[src/rtl/sqrt_21b.sv]
// sqrt_21b: fully pipelined restoring square root of a 21-bit unsigned operand.
// The operand is padded to 22 bits (11 bit pairs). Stage k consumes one pair,
// MSB first, and resolves one root bit. The restoring step never leaves a
// negative partial remainder, so the final remainder needs no correction.
// Timing: operand registered at edge N, stages 1..10 at edges N+1..N+10,
// the last step lands in the output registers at edge N+11.
module sqrt_21b (
   input  logic        clk_main,
   input  logic        sys_rst,
   input  logic        in_valid,
   input  logic [20:0] radical,
   output logic        out_valid,
   output logic [10:0] q,
   output logic [11:0] remainder
);

   localparam int NSTG = 11;

   // per-stage state: valid, partial root, partial remainder, unconsumed radical bits
   logic        v_q    [NSTG];
   logic [10:0] root_q [NSTG];
   logic [11:0] rem_q  [NSTG];
   logic [21:0] rad_q  [NSTG];

   // result of applying one root-bit step to each stage's registered state
   logic [10:0] root_d [NSTG];
   logic [11:0] rem_d  [NSTG];
   logic [13:0] rem_t  [NSTG];
   logic [13:0] trial  [NSTG];

   // one restoring step per stage: bring in the next bit pair, try subtracting 4r+1
   always_comb begin
      for (int i = 0; i < NSTG; i++) begin
         rem_t[i] = {rem_q[i], rad_q[i][21:20]};
         trial[i] = {1'b0, root_q[i], 2'b01};
         if (rem_t[i] >= trial[i]) begin
            rem_d[i]  = 12'(rem_t[i] - trial[i]);
            root_d[i] = {root_q[i][9:0], 1'b1};
         end else begin
            rem_d[i]  = rem_t[i][11:0];
            root_d[i] = {root_q[i][9:0], 1'b0};
         end
      end
   end

   // pipeline registers: stage 0 captures the operand, later stages take the previous step
   always_ff @(posedge clk_main or posedge sys_rst) begin
      if (sys_rst) begin
         for (int i = 0; i < NSTG; i++) begin
            v_q[i]    <= 1'b0;
            root_q[i] <= '0;
            rem_q[i]  <= '0;
            rad_q[i]  <= '0;
         end
      end else begin
         v_q[0]    <= in_valid;
         root_q[0] <= '0;
         rem_q[0]  <= '0;
         rad_q[0]  <= {1'b0, radical};
         for (int i = 1; i < NSTG; i++) begin
            v_q[i]    <= v_q[i-1];
            root_q[i] <= root_d[i-1];
            rem_q[i]  <= rem_d[i-1];
            rad_q[i]  <= {rad_q[i-1][19:0], 2'b00};
         end
      end
   end

   // output registers: the final step is captured only for valid operands so results hold in gaps
   always_ff @(posedge clk_main or posedge sys_rst) begin
      if (sys_rst) begin
         out_valid <= 1'b0;
         q         <= '0;
         remainder <= '0;
      end else begin
         out_valid <= v_q[NSTG-1];
         if (v_q[NSTG-1]) begin
            q         <= root_d[NSTG-1];
            remainder <= rem_d[NSTG-1];
         end
      end
   end

endmodule

[config.mk]
export PLATFORM = sky130hd
export DESIGN_NAME = sqrt_21b
export DESIGN_NICKNAME = d
export VERILOG_FILES = /design/src/rtl/sqrt_21b.sv
export SDC_FILE = /design/constraint.sdc
export NUM_CORES = 1
export LEC_CHECK = 0
export CORE_MARGIN = 2
export CORE_UTILIZATION = 35
export DETAILED_ROUTE_END_ITERATION = 7
export SYNTH_ARGS = -nofsm -noshare
export SYNTH_HDL_FRONTEND = slang
export SYNTH_SLANG_ARGS = --single-unit
[constraint.sdc]
create_clock -name clk_main -period 20.4 [get_ports clk_main]
set_input_delay 4.08 -clock clk_main [delete_from_list [all_inputs] [get_ports clk_main]]
set_output_delay 4.08 -clock clk_main [all_outputs]
set_load 0.01 [all_outputs]
Word level (Yosys, flattened, before mapping)
Cells that the tools add are included.
W data, S select, Z words.
{ "word_totals": {"ram_bits": 0, "input_bits": 24, "output_inout_bits": 24, "ff_bits": 341, "rom_bits": 0, "wordCells": 89, "latchBits": 0, "mem_count": 0} }
{ "op_classes": {"mux": 22, "n_reduce_logical": 0, "n_shift": 0, "bitwise_logic": 0, "addsub": 11, "eq_ne": 0, "n_div": 0, "magnitude_cmp": 11, "n_mul": 0} }
{ "op_table": {"columns": ["cell", "count"], "rows": [
  ["$mux W12", 11],
  ["$ge A14 B10 Y1", 1],
  ["$ge A14 B11 Y1", 1],
  ["$ge A14 B12 Y1", 1],
  ["$ge A14 B3 Y1", 1],
  ["$ge A14 B4 Y1", 1],
  ["$ge A14 B5 Y1", 1],
  ["$ge A14 B6 Y1", 1],
  ["$ge A14 B7 Y1", 1],
  ["$ge A14 B8 Y1", 1],
  ["$ge A14 B9 Y1", 1],
  ["$sub A12 B10 Y12", 1],
  ["$sub A12 B11 Y12", 1],
  ["$sub A12 B12 Y12", 1],
  ["$sub A12 B3 Y12", 1],
  ["$sub A12 B4 Y12", 1],
  ["$sub A12 B5 Y12", 1],
  ["$sub A12 B6 Y12", 1],
  ["$sub A12 B7 Y12", 1],
  ["$sub A12 B8 Y12", 1],
  ["$sub A12 B9 Y12", 1],
  ["$mux W1", 11],
  ["$sub A1 B1 Y2 const B", 1],
  ["$ge A1 B1 Y1 const B", 1]
]} }

Logic depth before layout (Yosys ltp)
{ "logic_depth": {"depth_word": 2, "depth_mapped": 10, "ltp_nobuf": 9} }

Worst setup path after synthesis
Ideal clock, no wire load.
{ "synth_path": {"path_kind": "register to output", "startpoint": "register q[0]", "endpoint": "output port q[0]", "arrival_time_ns": 0.385, "slack_ns": 15.935, "stages_incl_launch_ff": 1, "t_required_ns": 16.320, "cell_sequence": "dfrtp_1"} }
{ "synth_rtl": {"columns": ["item", "line_no", "rtl"], "rows": [
  ["start, declared", "13", "output logic [10:0] q,"],
  ["start signal, assigned", "78", "q <= root_d[NSTG-1];"]
]} }
No word-level cell between the ends.

==> impl_results.md <==
* Status: finished, final reports clean
* Share of cells above drive strength 1 at 0.09807
* Crit start category: primary input
* CP delay by family, top: buffers and inverters
* Final TNS setup at 0 ns
* Final Skew at 0.02978 ns
* Cell taking the most area after synthesis: dfrtp_1
* CP Capture Type: asynchronous set/reset pin
* Vias per inst at roughly 4.7
* Most frequent cell after synthesis: dfrtp_1
* Number of enable flip-flop cells after synthesis at 0
* Final worst path period share at 0.2723
* Effective utilization at floorplan at 0.3537
* Worst path required time at 20.92 ns
* Placed inst area at 14280 um^2
* Starting DRT DRC Count at about 360
* Die ar. at ~40000 um^2
* Final WL at 23200 um
* Logic pwr share at 0.261
* Critical path peak fanout at between 150 and 200
* Slew Viols, Final at 0
* Mean post-synth cell area at 12.12 um^2
* Commonest cells post-synth: 323 x dfrtp_1, 92 x inv_1, 85 x nor2_1
* Share of the synthesized area in the top cell type at 0.6095
* P_sw at ~0.0006 W
* Hold Crit Class: flip-flop to flip-flop
* Clk network pwr share at 0.323
* Syn nets at 1194
* DR vias at 7945
* Crit-path cells: clkdlybuf4s50_1 > inv_8 > buf_12
* Cells after Synth at about 1100
* Synth cell types at between 70 and 80
* Tot Pwr at ~0.0020 W
* Worst reg-to-reg setup slack at 17.68 ns
* Total gr overflow at 0
* Top_reg_cell synth: dfrtp_1
* Number of remaining DRC errors at 0
* Core area at 37490 um^2
* Ant. Diodes at 0
* Routed Antenna Nets at 0
* Min Tclk post-route at roughly 5.6 ns
* Pin count of the biggest net entering global routing at approximately 180
* DP HPWL at 16120 um
* Register bit total from synthesis at 323
* Worst-Skew Late Latency at 0.55 ns
* 1st-pass router iterations at 4
* Max VDD drop at roughly 0.08 mV
* Final nets at 1265
* Cts hold-fix bufs at 0
* CTS H-tree depth at 2
* Max incr delay on CP at 0.67 ns
* Root Driver: clkbuf_16
* Ports at 48
* Worst Reg-to-Reg Cells at 8
* CTS Buf Count at 36
* # port buffers at 47
* Reg2reg end: rem_q[67]$_DFF_PP0_
* Post-synthesis cell area at 13260 um^2
* Total GRT Usage at 0.1257
* CTS tree: done
* First-pass GRT wire length at 39680 um
* Worst Slack Setup Final at 14.85 ns
* Switching Fraction at 0.3024
* Slew @ Worst Pin at about 1.2 ns
* Hold endpoint: rad_q[42]$_DFF_PP0_
* CP bufs+invs at 3
* Post-CTS Resized at 0
* CP max-delay cell: buf_12
* DR WL/cell at 13.61 um
* Max clock buf depth at 3
* Post-synthesis async set-or-reset flop share at 1.000
* Chip width at slightly below 200 um
* Die H at 198.6 um
* Final Util at 0.4132
* Max-Cap Viols at 0
* Row count at 71
* Clock sink count at roughly 320
* RSZ-0062 raised after global routing: false
* Cell count of the worst hold path at 0
* Leakage at between 7 and 8 nW
* Place WS at about 14 ns
* Synth warn at 0
* Endpoints failing hold at 0
* WS Path Type: primary input to asynchronous set/reset pin
* Pwr/cell area at 128.9 nW/um^2
* Register area share after synthesis at 0.6095
* Area growth syn-to-layout at 16.82%
* Worst Path Arrival at 6.08 ns
* Slew HR at 0.2188
* Post-route cell area at roughly 15000 um^2
* Final setup fails at 0
* Vias in the first global route at 8191
* Initial antenna violation count at 0
* Hold wc startpoint: rad_q[62]$_DFF_PP0_
* Pint at 0.001392 W
* Top cells by area, synth: dfrtp_1 61%, ha_1 7.2%, inv_1 2.6%
* Peak Freq at approximately 0.18 GHz
* # Post-CTS Setup Buffers at 0
* Seq pwr share at 0.417
* Placer Congestion at approximately 0.85
* R2r startpoint: rem_q[72]$_DFF_PP0_
* Clock-pin slew of the registers on the worst-case setup and hold paths at 0.06 ns
==> stage by stage <==
step,hold slack [ns],std cells
after floorplan,0.3312,1094
after global placement,0.3313,1638
after detailed placement,0.3347,1638
after CTS,0.3411,1704
after global routing,0.3508,1704
final,0.3333,1704
==> sequential cells by signal, indices dropped and copies added, names as in the netlist <==
name,flops
rad_q,131
rem_q,102
root_q,55
remainder,12
q,11
v_q,11
out_valid,1
==> final cells by class <==
| type | count | area (um^2) |
|---|---|---|
| repair buffers | 50 | 505.5 |
| clock buffers | 52 | 1051 |
| well taps | 511 | 639.4 |
| fillers | 3577 | 22000 |
| flip-flops and latches | 323 | 8083 |
| clock inverters | 14 | 163.9 |
| multi-input cells | 660 | 4688 |
| inverters | 94 | 360.3 |
==> cells by family (layout without fill, tap and decap cells) <==
family                     count (synthesis)  after routing  share of synthesized area
buffers and inverters                    111            210                    0.03727
and+or+nand+nor                          280            280                     0.1119
xor gates and xnor gates                  65             65                    0.04293
DFF                                      323            323                     0.6095
AOI/OAI and AO/OA                        209            209                     0.1017
adders and majority gates                 76             76                    0.07171
muxes                                     30             30                    0.02491
==> power groups by stage <==
stage                     Clock [W]  Sequential (W)  Combinational, W
after CTS                  0.000669        0.000833          0.000523
final                      0.000644        0.000832          0.000521
after global routing       0.000693        0.000847          0.000590
after global placement            0        0.000841          0.000511
after floorplan                   0        0.000827          0.000400
after detailed placement          0        0.000844          0.000520
==> placed cells by master (no fill, tap or decap), types with 7 or more instances in the layout <==
master           netlist  layout
clkbuf_8               0       9
nor2_1                85      85
or3_1                 10      10
o21ai_0               47      47
inv_1                 92      91
xor2_1                29      29
ha_1                  76      76
nand2_1               50      50
xnor2_1               36      36
a31oi_1               15      15
o21ai_1                7       7
nand3_1               28      28
o21a_1                20      20
nor3_1                17      17
o31ai_1               12      12
a21o_1                 9       9
a21oi_1               55      55
clkdlybuf4s50_1        0      47
nor2b_1               13      13
nand2b_1              13      13
clkbuf_1               2       7
clkbuf_16              0      36
mux2_2                18      18
dfrtp_1              323     323
==> worst register-to-register path: stages (launching register included) <==
cell and delay, ns:
dfrtp_1 0.38, ha_1 0.35, nor2b_1 0.16, o21ai_2 0.15, a21oi_1 0.14, nor4_2 1.01, inv_2 0.20, nand2_1 0.14
xnor2_1 0.11
==> layer usage <==
layer | GRT usage | part of all wire | vias up
li1 | - | - | 3903
met1 | 0.1495 | 0.42 | 3869
met2 | 0.2204 | 0.51 | 128
met3 | 0.02492 | 0.037 | 45
met4 | 0.05583 | 0.030 | 0
met5 | 0 | 0 | -
==> how the worst max path moves through the flow <==
stage / from / end / slack (ns) / cells past startpoint
floorplan: sys_rst / out_valid$_DFF_PP0_ / 7.38 / 1
global placement: sys_rst / rad_q[220]$_DFF_PP0_ / 14.14 / 3
detailed placement: sys_rst / rad_q[221]$_DFF_PP0_ / 14.13 / 3
CTS: sys_rst / rad_q[183]$_DFF_PP0_ / 14.71 / 3
global route: sys_rst / rad_q[163]$_DFF_PP0_ / 14.50 / 3
finish: sys_rst / rem_q[42]$_DFF_PP0_ / 14.85 / 3
Power figures use the tool's default switching activity.
